File: config.mk
export PLATFORM = sky130hd
export DESIGN_NAME = xgmii_tx_framer
export DESIGN_NICKNAME = d
export VERILOG_FILES = /design/src/rtl/eth_xgmii_pkg.sv /design/src/rtl/xgmii_term_merge.sv /design/src/rtl/xgmii_tx_framer.sv
export SDC_FILE = /design/constraint.sdc
export NUM_CORES = 1
export LEC_CHECK = 0
export ABC_AREA = 0
export CORE_ASPECT_RATIO = 0.7
export CORE_MARGIN = 3
export CORE_UTILIZATION = 54
export CTS_CLUSTER_SIZE = 24
export DETAILED_ROUTE_END_ITERATION = 8
export MAX_ROUTING_LAYER = met4
export PLACE_DENSITY = 0.79
export SETUP_SLACK_MARGIN = 0.02
export SLEW_MARGIN = 10
export SYNTH_ARGS = -nofsm -noshare
export SYNTH_HDL_FRONTEND = slang
export SYNTH_HIERARCHICAL = 1
export SYNTH_SLANG_ARGS = --single-unit
File: constraint.sdc
create_clock -name tx_clk -period 9.5 [get_ports tx_clk]
set_clock_uncertainty 0.15 [all_clocks]
set_input_delay 1.425 -clock tx_clk [delete_from_list [all_inputs] [get_ports tx_clk]]
set_output_delay 1.425 -clock tx_clk [all_outputs]
set_load 0.02 [all_outputs]
File: src/rtl/eth_xgmii_pkg.sv
`default_nettype none
// ============================================================
// eth_xgmii_pkg : XGMII codes, fixed words, framer state enum
// Rev 1.0
// ============================================================
package eth_xgmii_pkg;

  localparam logic [7:0] XGMII_IDLE     = 8'h07;
  localparam logic [7:0] XGMII_START    = 8'hFB;
  localparam logic [7:0] XGMII_TERM     = 8'hFD;
  localparam logic [7:0] XGMII_ERROR    = 8'hFE;
  localparam logic [7:0] XGMII_PREAMBLE = 8'h55;
  localparam logic [7:0] XGMII_SFD      = 8'hD5;

  localparam logic [63:0] IDLE_WORD  = {8{XGMII_IDLE}};
  localparam logic [63:0] START_WORD = {XGMII_SFD, {6{XGMII_PREAMBLE}}, XGMII_START};
  localparam logic [63:0] ERROR_WORD = {8{XGMII_ERROR}};
  localparam logic [63:0] TERM_WORD  = {{7{XGMII_IDLE}}, XGMII_TERM};

  typedef enum logic [2:0] {
    ST_IDLE  = 3'd0,
    ST_DATA  = 3'd1,
    ST_PAD   = 3'd2,
    ST_TERM  = 3'd3,
    ST_DRAIN = 3'd4
  } tx_state_e;

  // Contiguous run of ones from lane 0; an empty keep still carries one byte.
  function automatic logic [3:0] keep_to_lanes(input logic [7:0] keep);
    logic [3:0] n;
    logic       run;
    n   = 4'd0;
    run = 1'b1;
    for (int i = 0; i < 8; i++) begin
      run = run & keep[i];
      n   = n + {3'd0, run};
    end
    return (n == 4'd0) ? 4'd1 : n;
  endfunction

  function automatic logic [63:0] lane_mask(input logic [3:0] n);
    logic [63:0] m;
    m = '0;
    for (int i = 0; i < 8; i++) begin
      m[i*8 +: 8] = (4'(i) < n) ? 8'hFF : 8'h00;
    end
    return m;
  endfunction

  function automatic logic [15:0] sat16(input logic [16:0] x);
    return x[16] ? 16'hFFFF : x[15:0];
  endfunction

endpackage
`default_nettype wire

File: src/rtl/xgmii_term_merge.sv
`default_nettype none
// ============================================================
// xgmii_term_merge : places terminate at a lane, idle-fills above
// Rev 1.0
// ============================================================
module xgmii_term_merge
  import eth_xgmii_pkg::*;
(
  input  logic [63:0] data,
  input  logic [2:0]  lane,
  input  logic        pad,
  output logic [63:0] txd,
  output logic [7:0]  txc
);

  // Lanes below the terminate carry data, or zeros when padding.
  always_comb begin
    txd = '0;
    txc = '0;
    for (int i = 0; i < 8; i++) begin
      if (3'(i) < lane) begin
        txd[i*8 +: 8] = pad ? 8'h00 : data[i*8 +: 8];
        txc[i]        = 1'b0;
      end else if (3'(i) == lane) begin
        txd[i*8 +: 8] = XGMII_TERM;
        txc[i]        = 1'b1;
      end else begin
        txd[i*8 +: 8] = XGMII_IDLE;
        txc[i]        = 1'b1;
      end
    end
  end

endmodule
`default_nettype wire

File: src/rtl/xgmii_tx_framer.sv
`default_nettype none
// ============================================================
// xgmii_tx_framer : 64-bit byte stream to XGMII transmit words
// Rev 1.0
// ============================================================
module xgmii_tx_framer
  import eth_xgmii_pkg::*;
#(
  parameter int DATA_WIDTH    = 64,
  parameter int CTRL_WIDTH    = 8,
  parameter int MIN_FRAME_LEN = 60,
  parameter int IFG_BYTES     = 12
) (
  input  logic                  tx_clk,
  input  logic                  tx_rst_n,
  input  logic [DATA_WIDTH-1:0] s_tdata,
  input  logic [CTRL_WIDTH-1:0] s_tkeep,
  input  logic                  s_tvalid,
  input  logic                  s_tlast,
  output logic                  s_tready,
  output logic [DATA_WIDTH-1:0] xgmii_txd,
  output logic [CTRL_WIDTH-1:0] xgmii_txc,
  output logic                  tx_start,
  output logic                  tx_underrun
);

  localparam logic [16:0] MIN_LEN       = 17'(MIN_FRAME_LEN);
  localparam logic [2:0]  MIN_TERM_LANE = 3'(MIN_FRAME_LEN % 8);
  localparam logic [7:0]  IFG_MAX       = 8'(IFG_BYTES);
  localparam logic [7:0]  IFG_AFTER_MIN = 8'(7 - (MIN_FRAME_LEN % 8));

  tx_state_e   state_q, state_d;
  logic [15:0] byte_cnt_q, byte_cnt_d;
  logic [7:0]  ifg_cnt_q, ifg_cnt_d;
  logic [63:0] txd_q, txd_d;
  logic [7:0]  txc_q, txc_d;
  logic        start_q, start_d;
  logic        underrun_q, underrun_d;

  logic [3:0]  last_lanes;
  logic [16:0] total;
  logic [16:0] word_end;
  logic        short_frame;
  logic        start_ok;
  logic [7:0]  ifg_plus8;
  logic [63:0] merge_data, merge_txd;
  logic [7:0]  merge_txc;
  logic [2:0]  merge_lane;
  logic        merge_pad;

  assign last_lanes  = keep_to_lanes(s_tkeep);
  assign total       = {1'b0, byte_cnt_q} + {13'd0, last_lanes};
  assign word_end    = {1'b0, byte_cnt_q} + 17'd8;
  assign short_frame = (total < MIN_LEN);
  assign start_ok    = s_tvalid && (ifg_cnt_q >= IFG_MAX);
  assign ifg_plus8   = (({1'b0, ifg_cnt_q} + 9'd8) >= {1'b0, IFG_MAX}) ? IFG_MAX : (ifg_cnt_q + 8'd8);

  // A short last beat whose word already reaches the minimum gets its terminate
  // in the same word, with the gap between data and terminate zero-filled.
  assign merge_pad  = (state_q == ST_PAD);
  assign merge_lane = (merge_pad || short_frame) ? MIN_TERM_LANE : last_lanes[2:0];
  assign merge_data = s_tdata & lane_mask(last_lanes);

  xgmii_term_merge u_term_merge (
    .data (merge_data),
    .lane (merge_lane),
    .pad  (merge_pad),
    .txd  (merge_txd),
    .txc  (merge_txc)
  );

  always_ff @(posedge tx_clk) begin
    if (!tx_rst_n) begin
      state_q    <= ST_IDLE;
      byte_cnt_q <= '0;
      ifg_cnt_q  <= IFG_MAX;
      txd_q      <= IDLE_WORD;
      txc_q      <= 8'hFF;
      start_q    <= 1'b0;
      underrun_q <= 1'b0;
    end else begin
      state_q    <= state_d;
      byte_cnt_q <= byte_cnt_d;
      ifg_cnt_q  <= ifg_cnt_d;
      txd_q      <= txd_d;
      txc_q      <= txc_d;
      start_q    <= start_d;
      underrun_q <= underrun_d;
    end
  end

  always_comb begin
    state_d    = state_q;
    byte_cnt_d = byte_cnt_q;
    ifg_cnt_d  = ifg_cnt_q;
    unique case (state_q)
      ST_IDLE: begin
        if (start_ok) begin
          state_d    = ST_DATA;
          byte_cnt_d = '0;
        end else begin
          ifg_cnt_d = ifg_plus8;
        end
      end
      ST_DATA: begin
        if (!s_tvalid) begin
          state_d   = ST_DRAIN;
          ifg_cnt_d = '0;
        end else if (!s_tlast) begin
          byte_cnt_d = sat16(word_end);
        end else if (short_frame) begin
          byte_cnt_d = sat16(word_end);
          if (word_end > MIN_LEN) begin
            state_d   = ST_IDLE;
            ifg_cnt_d = IFG_AFTER_MIN;
          end else if (word_end == MIN_LEN) begin
            state_d = ST_TERM;
          end else begin
            state_d = ST_PAD;
          end
        end else if (last_lanes != 4'd8) begin
          state_d    = ST_IDLE;
          byte_cnt_d = sat16(total);
          ifg_cnt_d  = 8'd7 - {4'd0, last_lanes};
        end else begin
          state_d    = ST_TERM;
          byte_cnt_d = sat16(total);
        end
      end
      ST_PAD: begin
        byte_cnt_d = sat16(word_end);
        if (word_end == MIN_LEN) begin
          state_d = ST_TERM;
        end else if (word_end > MIN_LEN) begin
          state_d   = ST_IDLE;
          ifg_cnt_d = IFG_AFTER_MIN;
        end
      end
      ST_TERM: begin
        state_d   = ST_IDLE;
        ifg_cnt_d = 8'd7;
      end
      ST_DRAIN: begin
        ifg_cnt_d = ifg_plus8;
        if (s_tvalid && s_tlast) state_d = ST_IDLE;
      end
      default: state_d = ST_IDLE;
    endcase
  end

  always_comb begin
    txd_d      = IDLE_WORD;
    txc_d      = 8'hFF;
    start_d    = 1'b0;
    underrun_d = 1'b0;
    s_tready   = (state_q == ST_DATA) || (state_q == ST_DRAIN);
    unique case (state_q)
      ST_IDLE: begin
        if (start_ok) begin
          txd_d   = START_WORD;
          txc_d   = 8'h01;
          start_d = 1'b1;
        end
      end
      ST_DATA: begin
        if (!s_tvalid) begin
          txd_d      = ERROR_WORD;
          underrun_d = 1'b1;
        end else if (!s_tlast) begin
          txd_d = s_tdata;
          txc_d = 8'h00;
        end else if ((short_frame && (word_end <= MIN_LEN)) || (last_lanes == 4'd8)) begin
          txd_d = merge_data;
          txc_d = 8'h00;
        end else begin
          txd_d = merge_txd;
          txc_d = merge_txc;
        end
      end
      ST_PAD: begin
        if (word_end <= MIN_LEN) begin
          txd_d = '0;
          txc_d = 8'h00;
        end else begin
          txd_d = merge_txd;
          txc_d = merge_txc;
        end
      end
      ST_TERM: begin
        txd_d = TERM_WORD;
        txc_d = 8'hFF;
      end
      ST_DRAIN: ;
      default: ;
    endcase
  end

  assign xgmii_txd   = txd_q;
  assign xgmii_txc   = txc_q;
  assign tx_start    = start_q;
  assign tx_underrun = underrun_q;

endmodule
`default_nettype wire
Word level (Yosys, flattened, before mapping) --
Index checks and enable logic that the tools add are counted.
Storage, ports and cells: register bits 101, input port bits 76, output and inout bits 75, word-level logic and storage cells 169
Cells by class: order comparisons 21, add/sub/neg operators 12, equality and inequality tests 22, bitwise operators 8, reduce and logical (&&, ||, !) cells 16, multiplexer cells 83
Operators with widths (number):
- 8-bit 2-to-1 mux | 45
- 64-bit 2-to-1 mux | 5
- 64-bit case mux with 4 select lines | 1
- 16-bit 2-to-1 mux | 6
- 64-bit AND | 1
- 16-bit case mux with 3 select lines | 1
- 8-bit case mux with 5 select lines | 1
- 3-bit 2-to-1 mux | 8
- 8-bit case mux with 3 select lines | 1
- 16-bit by 4-bit adder with 17-bit output | 1
- 16-bit by 4-bit adder with 17-bit output, second input constant | 1
- 17-bit by 6-bit equality test with 1-bit output, second input constant | 1
- 17-bit by 6-bit > comparator with 1-bit output, second input constant | 1
- 17-bit by 6-bit less-or-equal comparator with 1-bit output, second input constant | 1
- 17-bit by 6-bit < comparator with 1-bit output, second input constant | 1
- 4-bit by 1-bit adder with 4-bit output | 4
- 3-bit by 4-bit < comparator with 1-bit output, first input constant | 4
- 3-bit equality test, first input constant | 4
- 3-bit < comparator, first input constant | 4
- 3-bit case mux with 4 select lines | 1
- 1-bit 2-to-1 mux | 11
- 2-bit inequality test, second input constant | 5
- 8-bit by 4-bit adder with 9-bit output, second input constant | 1
- 9-bit by 4-bit greater-or-equal comparator with 1-bit output, second input constant | 1
- 32 further kinds | 52

Longest topological paths before layout --
Gate-level depths: netlist of the first run.
word-level depth 21, mapped depth 28, depth with buffers taken out 26

Hierarchy --
Netlist of the first run, hierarchy kept.
Modules (own cells, without submodules):
- xgmii_tx_framer | cells an instance 952, area each 7139.3 um^2, instances 1, sequential area each 2021.9 um^2
- xgmii_term_merge | cells an instance 115, area each 738.2 um^2, instances 1, sequential area each 0.0 um^2

Worst setup path after synthesis of the first run --
Ideal clock, no wire load.
path type input to register, from input s_tkeep[0], to register txd_q[20] (netlist: xgmii_txd[20]), stages on the path 28, setup slack 1818 ps, arrival 7437 ps, library setup time 95 ps, required time 9255 ps, cells stage by stage and2_1 > and4_1 > and3_1 > fa_1 > fa_1 > ha_1 > fa_1 > nand3_1 > o21a_1 > nor2_1 > or2_2 > ha_1 > ha_1 > a21oi_2 > o21ai_1 > nand4_1 > nand4_1 > a2111oi_4 > nand2_1 > clkbuf_1 > and3_1 > buf_6 > or2_0 > buf_2 > a21oi_1 > o211ai_1 > and3_1 > a221oi_1
Between the ends: cells in the longest elaborated chain, start to end 21
Ends and longest elaborated chain:
- from (decl) | RTL line xgmii_tx_framer.sv:17 | input logic [CTRL_WIDTH-1:0] s_tkeep,
- 1-bit AND | RTL line eth_xgmii_pkg.sv:35 | run = run & keep[i];
- 1-bit by 1-bit adder with 2-bit output or 1-bit AND (tied branches) | RTL line eth_xgmii_pkg.sv:36, eth_xgmii_pkg.sv:35
- 2-bit by 1-bit adder with 3-bit output or 1-bit AND (tied branches) | RTL line eth_xgmii_pkg.sv:36, eth_xgmii_pkg.sv:35
- 3-bit by 1-bit adder with 4-bit output or 1-bit AND (tied branches) | RTL line eth_xgmii_pkg.sv:36, eth_xgmii_pkg.sv:35
- 4-bit by 1-bit adder with 4-bit output or 1-bit AND (tied branches) (3 in series) | RTL line eth_xgmii_pkg.sv:36, eth_xgmii_pkg.sv:35
- 4-bit by 1-bit adder with 4-bit output * | RTL line eth_xgmii_pkg.sv:36 | n = n + {3'd0, run};
- 4-bit zero test | RTL line eth_xgmii_pkg.sv:38 | return (n == 4'd0) ? 4'd1 : n;
- 4-bit 2-to-1 mux * | RTL line eth_xgmii_pkg.sv:38
- [4 not listed]
- named net merge_lane[0] | RTL line xgmii_tx_framer.sv:48 | logic [2:0] merge_lane;
- parallel branches: the longest is 2 deep, another holds 2-bit by 3-bit < comparator with 1-bit output
- 8-bit 2-to-1 mux * | RTL line xgmii_term_merge.sv:21 | if (3'(i) < lane) begin
- named net merge_txd[20] | RTL line xgmii_tx_framer.sv:46 | logic [63:0] merge_data, merge_txd;
- 64-bit 2-to-1 mux | RTL line xgmii_tx_framer.sv:172 | end else if ((short_frame && (word_end <= MIN_LEN)) || (last_lanes == 4'd8)) begin
- 64-bit 2-to-1 mux | RTL line xgmii_tx_framer.sv:169 | end else if (!s_tlast) begin
- 64-bit 2-to-1 mux | RTL line xgmii_tx_framer.sv:166 | if (!s_tvalid) begin
- 64-bit case mux with 4 select lines * | RTL line xgmii_tx_framer.sv:157 | unique case (state_q)
- to (signal assigned) | RTL line xgmii_tx_framer.sv:85 | txd_q <= txd_d;
- to (decl) | RTL line xgmii_tx_framer.sv:35 | logic [63:0] txd_q, txd_d;
Mark *: on every way through the listed nets, which the timed path passes. A chain may end at the register's enable or synchronous reset.

Final worst setup path of the first run --
from input s_tkeep[1], to register txd_q[36] (netlist: xgmii_txd[36])
Between the ends: cells in the longest elaborated chain, start to end 21
Ends and longest elaborated chain (RTL line):
- 1-bit AND * | eth_xgmii_pkg.sv:35
- 1-bit by 1-bit adder with 2-bit output or 1-bit AND (tied branches) | eth_xgmii_pkg.sv:36, eth_xgmii_pkg.sv:35
- 2-bit by 1-bit adder with 3-bit output or 1-bit AND (tied branches) | eth_xgmii_pkg.sv:36, eth_xgmii_pkg.sv:35
- 3-bit by 1-bit adder with 4-bit output or 1-bit AND (tied branches) | eth_xgmii_pkg.sv:36, eth_xgmii_pkg.sv:35
- 4-bit by 1-bit adder with 4-bit output or 1-bit AND (tied branches) (3 in series) | eth_xgmii_pkg.sv:36, eth_xgmii_pkg.sv:35
- 4-bit by 1-bit adder with 4-bit output * | eth_xgmii_pkg.sv:36
- 4-bit zero test | eth_xgmii_pkg.sv:38
- 4-bit 2-to-1 mux * | eth_xgmii_pkg.sv:38
- [4 not listed]
- named net merge_lane[0] | xgmii_tx_framer.sv:48
- parallel branches: the longest is 2 deep, another holds 3-bit < comparator
- 8-bit 2-to-1 mux * | xgmii_term_merge.sv:21
- named net merge_txd[36] | xgmii_tx_framer.sv:46
- 64-bit 2-to-1 mux | xgmii_tx_framer.sv:172
- 64-bit 2-to-1 mux | xgmii_tx_framer.sv:169
- 64-bit 2-to-1 mux | xgmii_tx_framer.sv:166
- 64-bit case mux with 4 select lines * | xgmii_tx_framer.sv:157
Marks and branches as above.

==> impl_metrics.env, run 1 <==
export IMPL_worstPathMaxFanout=10
export IMPL_nets=1240
export IMPL_post_cts_buffers=0
export IMPL_leakage_uw=0.00369
export IMPL_critPathTopFamily="simple AND/OR/NAND/NOR gates"
export IMPL_finalHoldViolCount=0
export IMPL_drive_gt1_share_pct=7.45
export IMPL_yosysWarnings=6
export IMPL_met3_usage_pct=10.6
export IMPL_grtUsageMet1_pct=50.9
export IMPL_grtUsageTotal_pct=34.9
export IMPL_status="complete, no violations"
export IMPL_cts_buffers=9
export IMPL_drtAntennaViolNets=0
export IMPL_cts_resized=0
export IMPL_period_share_pct=89.7
export IMPL_die_area_um2=16000
export IMPL_r2r_slack_ns=5.04
export IMPL_grt_pass1_vias=7812
export IMPL_cts_path_max_buffers=2
export IMPL_cap_viol_max_count=0
export IMPL_antenna_cells=0
export IMPL_cts_hold_buf=0
export IMPL_placement_io_buffers=150
export IMPL_core_area_um2=14100
export IMPL_required_ns=9.61
export IMPL_postSynthAreaPerCell_um2=7.39
export IMPL_start_util_pct=55.8
export IMPL_gp_congestion=0.988
export IMPL_grt_pass1_wl_um=43000
export IMPL_clk_pin_slew_ns=0.07
export IMPL_cts_htree_levels=3
export IMPL_io_pins=151
export IMPL_rsz0062_at_grt="false"
export IMPL_grt_overflow=0
export IMPL_cp_end_kind="flop"
export IMPL_die_height_um=107
export IMPL_post_place_ws_ns=0.746
export IMPL_drt_wirelength_per_cell_um=20.7
export IMPL_cp_start_kind="primary input"
export IMPL_whs_ns=0.361
export IMPL_ir_worst_vdd_mv=0.161
export IMPL_clkLatencyLatePin_ns=0.36
export IMPL_tritoncts="built"
export IMPL_fin_setup_tns_ns=0
export IMPL_critPathKind="primary input to flop"
export IMPL_drtIter0Drc=1280
export IMPL_min_period_ns=8.53
export IMPL_die_width_um=150
export IMPL_synth_area_um2=7840
export IMPL_slew_violations=0
export IMPL_grt_max_degree=59
export IMPL_cp_slowest_cell="a2111oi_4"
export IMPL_worst_slew_pin_slew_ns=1.19
export IMPL_top_usage_layer="met1"
export IMPL_rows=36
export IMPL_slowest_delay_ns=0.57
export IMPL_syn_inst=1061
export IMPL_fillers=1208
export IMPL_antenna_found_initial=0
export IMPL_slew_headroom_pct=20.7
export IMPL_drc=0
export IMPL_critPathArrivalTime_ns=8.64
export IMPL_power_density_nw_per_um2=285
export IMPL_clock_sinks=101
export IMPL_vias_per_cell=6.51
export IMPL_cts_root_buffer_cell="clkbuf_16"
export IMPL_totalWireLength_um=27800
export IMPL_max_freq_ghz=0.117
export IMPL_num_vias=8754
export IMPL_setup_viol=0
export IMPL_post_dp_hpwl_um=20000
export IMPL_area_growth_pct=21.8
export IMPL_fin_ws_ns=0.975
export IMPL_cp_num_buf_inv=2
export IMPL_min_path_type="flop to flop"
export IMPL_drt_first_pass_iters=7
export IMPL_globalRouteMet2Util_pct=46.2
==> flip-flops by register name, indices dropped and copies added, names as in the netlist <==
register,flops
state_q,3
xgmii_txc,8
byte_cnt_q,16
tx_underrun,1
ifg_cnt_q,8
tx_start,1
xgmii_txd,64
==> routing by layer <==
metal / wire length, µm / up-vias
met1: 12000 / 4007
met2: 11000 / 661
met4: 564 / 0
met3: 4270 / 57
li1: - / 4029
met5: 0 / -
==> cells in the final DEF (no fill, tap or decap), types with 5 or more instances in the layout <==
cell	instances
a211o_1	5
a211oi_1	10
a21o_1	28
a21oi_1	99
a221o_1	8
a221oi_1	9
a22o_1	6
a31o_2	8
a31oi_1	14
a32o_1	18
and2_1	37
and3_1	26
and4_1	5
buf_4	22
clkbuf_16	9
clkdlybuf4s50_1	150
dfxtp_1	101
ha_1	11
inv_1	17
nand2_1	140
nand2b_1	15
nand3_1	24
nand3b_1	5
nand4_1	6
nor2_1	79
nor2b_1	34
nor3_1	12
o2111ai_1	9
o211ai_1	21
o21a_1	9
o21ai_0	79
o21ai_1	10
o31ai_1	7
xnor2_1	10
xor2_1	11
==> cell type report <==
cell class              count  area (µm²)  area share [%]
well taps                 190         238            2.49
clock buffers              11         243            2.54
multi-input cells         847        5230            54.7
repair buffers            172        1670            17.5
clock inverters             5        82.6           0.865
flip-flops and latches    101        2020            21.2
inverters                  19        72.6           0.760
==> tightest hold or removal path, delay by kind of cell (launching register included) <==
kind / cells / cell delay [ns]
flip-flops: 1 / 0.34
AO/OA/AOI/OAI: 1 / 0.07
AND/OR/NAND/NOR: 1 / 0.06
==> through the flow <==
| step | cells | power [µW] | utilization, % | instance area [µm²] |
|---|---|---|---|---|
| 2_1_floorplan | 1063 | 1770 | - | 7850 |
| 3_3_place_gp | 1329 | 2230 | 65.6 | 9230 |
| 3_5_place_dp | 1329 | 2250 | 65.6 | 9230 |
| 4_1_cts | 1345 | 2680 | 68.0 | 9550 |
| 5_1_grt | 1345 | 2870 | 68.0 | 9550 |
| 6_report | 1345 | 2720 | 68.0 | 9550 |
==> power by group <==
group	internal (µW)	switching, µW
Sequential	542	109
Clock	239	175
Combinational	655	1000
Total	1440	1290
==> path summary, 6_finish.rpt <==
kind,start,to,cells after the start
worst min-delay path,ifg_cnt_q[0]$_SDFFE_PN0P_,ifg_cnt_q[0]$_SDFFE_PN0P_,2
worst max-delay path,s_tkeep[1],xgmii_txd[36]$_SDFF_PN0_,26
worst max register to register,byte_cnt_q[3]$_SDFFE_PN0P_,xgmii_txd[36]$_SDFF_PN0_,13
worst min register to register,ifg_cnt_q[0]$_SDFFE_PN0P_,ifg_cnt_q[0]$_SDFFE_PN0P_,2
Power figures use the tool's default switching activity.
==> inputs of run 2 (changes only) <==
Settings changed: HOLD_SLACK_MARGIN from default to 0.12.
==> results of run 2 <==
Final layout, timing and power as in run 1 (identical DEF).
==> inputs of run 3 (changes only) <==
Settings changed: PLACE_DENSITY 0.79 to 0.83.
==> impl_metrics.env, run 3 (synthesized netlist as in run 1, its figures left out) <==
export IMPL_sw_frac_of_total_pct=47.8
export IMPL_cap_viol_max_count=0
export IMPL_min_period_ns=8.71
export IMPL_post_dp_hpwl_um=20500
export IMPL_drtAntennaViolNets=0
export IMPL_post_place_ws_ns=0.607
export IMPL_worst_slew_pin_slew_ns=1.18
export IMPL_worstPathMaxFanout=12
export IMPL_placement_io_buffers=150
export IMPL_final_common_cell="clkdlybuf4s50_1"
export IMPL_met3_usage_pct=9.25
export IMPL_start_util_pct=55.8
export IMPL_globalRouteMet2Util_pct=47.9
export IMPL_die_width_um=150
export IMPL_clock_sinks=101
export IMPL_slowest_delay_ns=0.59
export IMPL_clkLatencyLatePin_ns=0.36
export IMPL_grt_max_degree=42
export IMPL_p_int_uw=1440
export IMPL_leakage_uw=0.00368
export IMPL_die_area_um2=16000
export IMPL_period_share_pct=91.7
export IMPL_ir_worst_vdd_mv=0.150
export IMPL_vias_per_cell=6.58
export IMPL_pwr_share_seq_pct=23.7
export IMPL_drc=0
export IMPL_totalWireLength_um=28800
export IMPL_grt_pass1_vias=7930
export IMPL_rows=36
export IMPL_top_usage_layer="met1"
export IMPL_finalHoldViolCount=0
export IMPL_cts_hold_buf=0
export IMPL_setup_viol=0
export IMPL_cts_htree_levels=3
export IMPL_rsz0062_at_grt="false"
export IMPL_required_ns=9.60
export IMPL_clockPowerShare_pct=15.3
export IMPL_r2r_slack_ns=4.93
export IMPL_antenna_found_initial=1
export IMPL_clk_pin_slew_ns=0.07
export IMPL_cts_resized=0
export IMPL_grt_overflow=0
export IMPL_area_growth_pct=21.7
export IMPL_cts_buffers=9
export IMPL_status="complete, no violations"
export IMPL_critPathKind="primary input to flop"
export IMPL_drive_gt1_share_pct=7.37
export IMPL_largest_reg_flops=64
export IMPL_fin_setup_tns_ns=0
export IMPL_critPathArrivalTime_ns=8.81
export IMPL_max_freq_ghz=0.115
export IMPL_num_vias=8841
export IMPL_switching_power_uw=1310
export IMPL_cp_slowest_cell="a2111oi_4"
export IMPL_drtIter0Drc=1559
export IMPL_fin_ws_ns=0.787
export IMPL_power_density_nw_per_um2=288
export IMPL_io_pins=151
export IMPL_slew_violations=0
export IMPL_pwr_share_comb_pct=61.0
export IMPL_die_height_um=107
export IMPL_min_path_type="flop to flop"
export IMPL_post_cts_buffers=0
export IMPL_nets=1238
export IMPL_cts_root_buffer_cell="clkbuf_16"
export IMPL_gp_congestion=1.02
export IMPL_slew_headroom_pct=20.7
export IMPL_cp_start_kind="primary input"
export IMPL_drt_first_pass_iters=6
export IMPL_cp_end_kind="flop"
export IMPL_grtUsageMet1_pct=53.7
export IMPL_grt_pass1_wl_um=44700
export IMPL_cts_path_max_buffers=2
export IMPL_layout_common_cells="150 x clkdlybuf4s50_1, 140 x nand2_1, 101 x dfxtp_1"
export IMPL_core_area_um2=14100
export IMPL_tritoncts="built"
export IMPL_grtUsageTotal_pct=36.0
export IMPL_drt_wirelength_per_cell_um=21.4
## run 3: path summary, 6_finish.rpt
kind	start	end	depth (start not counted)
max reg2reg	byte_cnt_q[3]$_SDFFE_PN0P_	xgmii_txd[14]$_SDFF_PN0_	13
max	s_tkeep[0]	xgmii_txd[14]$_SDFF_PN0_	26
min	ifg_cnt_q[2]$_SDFFE_PN1P_	ifg_cnt_q[2]$_SDFFE_PN1P_	2
min reg2reg	ifg_cnt_q[2]$_SDFFE_PN1P_	ifg_cnt_q[2]$_SDFFE_PN1P_	2
## run 3: per-stage QoR
step                      cells  util (%)  hold WS, ns  instance area [µm²]  total power, µW
final                      1344      67.9        0.368                 9540             2750
after CTS                  1343      67.9        0.361                 9540             2690
after global placement     1327      65.5        0.343                 9210             2240
after global routing       1344      67.9        0.389                 9540             2880
after floorplan            1063         -        0.302                 7850             1770
after detailed placement   1327      65.5        0.343                 9210             2260
## run 3: layer usage
layer / part of all wire, % / vias to the layer above / wire length [µm]
li1: - / 4006 / -
met1: 43 / 4039 / 12400
met2: 39 / 711 / 11300
met3: 15 / 85 / 4320
met4: 2.6 / 0 / 760
met5: 0 / - / 0
## run 3: worst max-delay path: cells and delay by family
kind / cells / cell delay [ns]
AOI/OAI and AO/OA: 7 / 1.85
and+or+nand+nor: 12 / 2.94
buffers and inverters: 1 / 0.49
adders and majority gates: 6 / 2.08
## run 3: final cells by class
class	instances	area [µm²]
clock inverters	6	92.6
well taps	190	238
multi-input cells	847	5230
flip-flops and latches	101	2020
clock buffers	10	239
diodes	1	2.50
repair buffers	170	1650
inverters	19	72.6
fillers	1188	4510
## run 3: power groups by stage
stage                     Clock, µW  Combinational (µW)  Sequential (µW)
after CTS                       422                1620              647
after global placement            0                1580              656
after global routing            435                1780              666
after floorplan                   0                1070              708
final                           420                1680              652
after detailed placement          0                1610              654
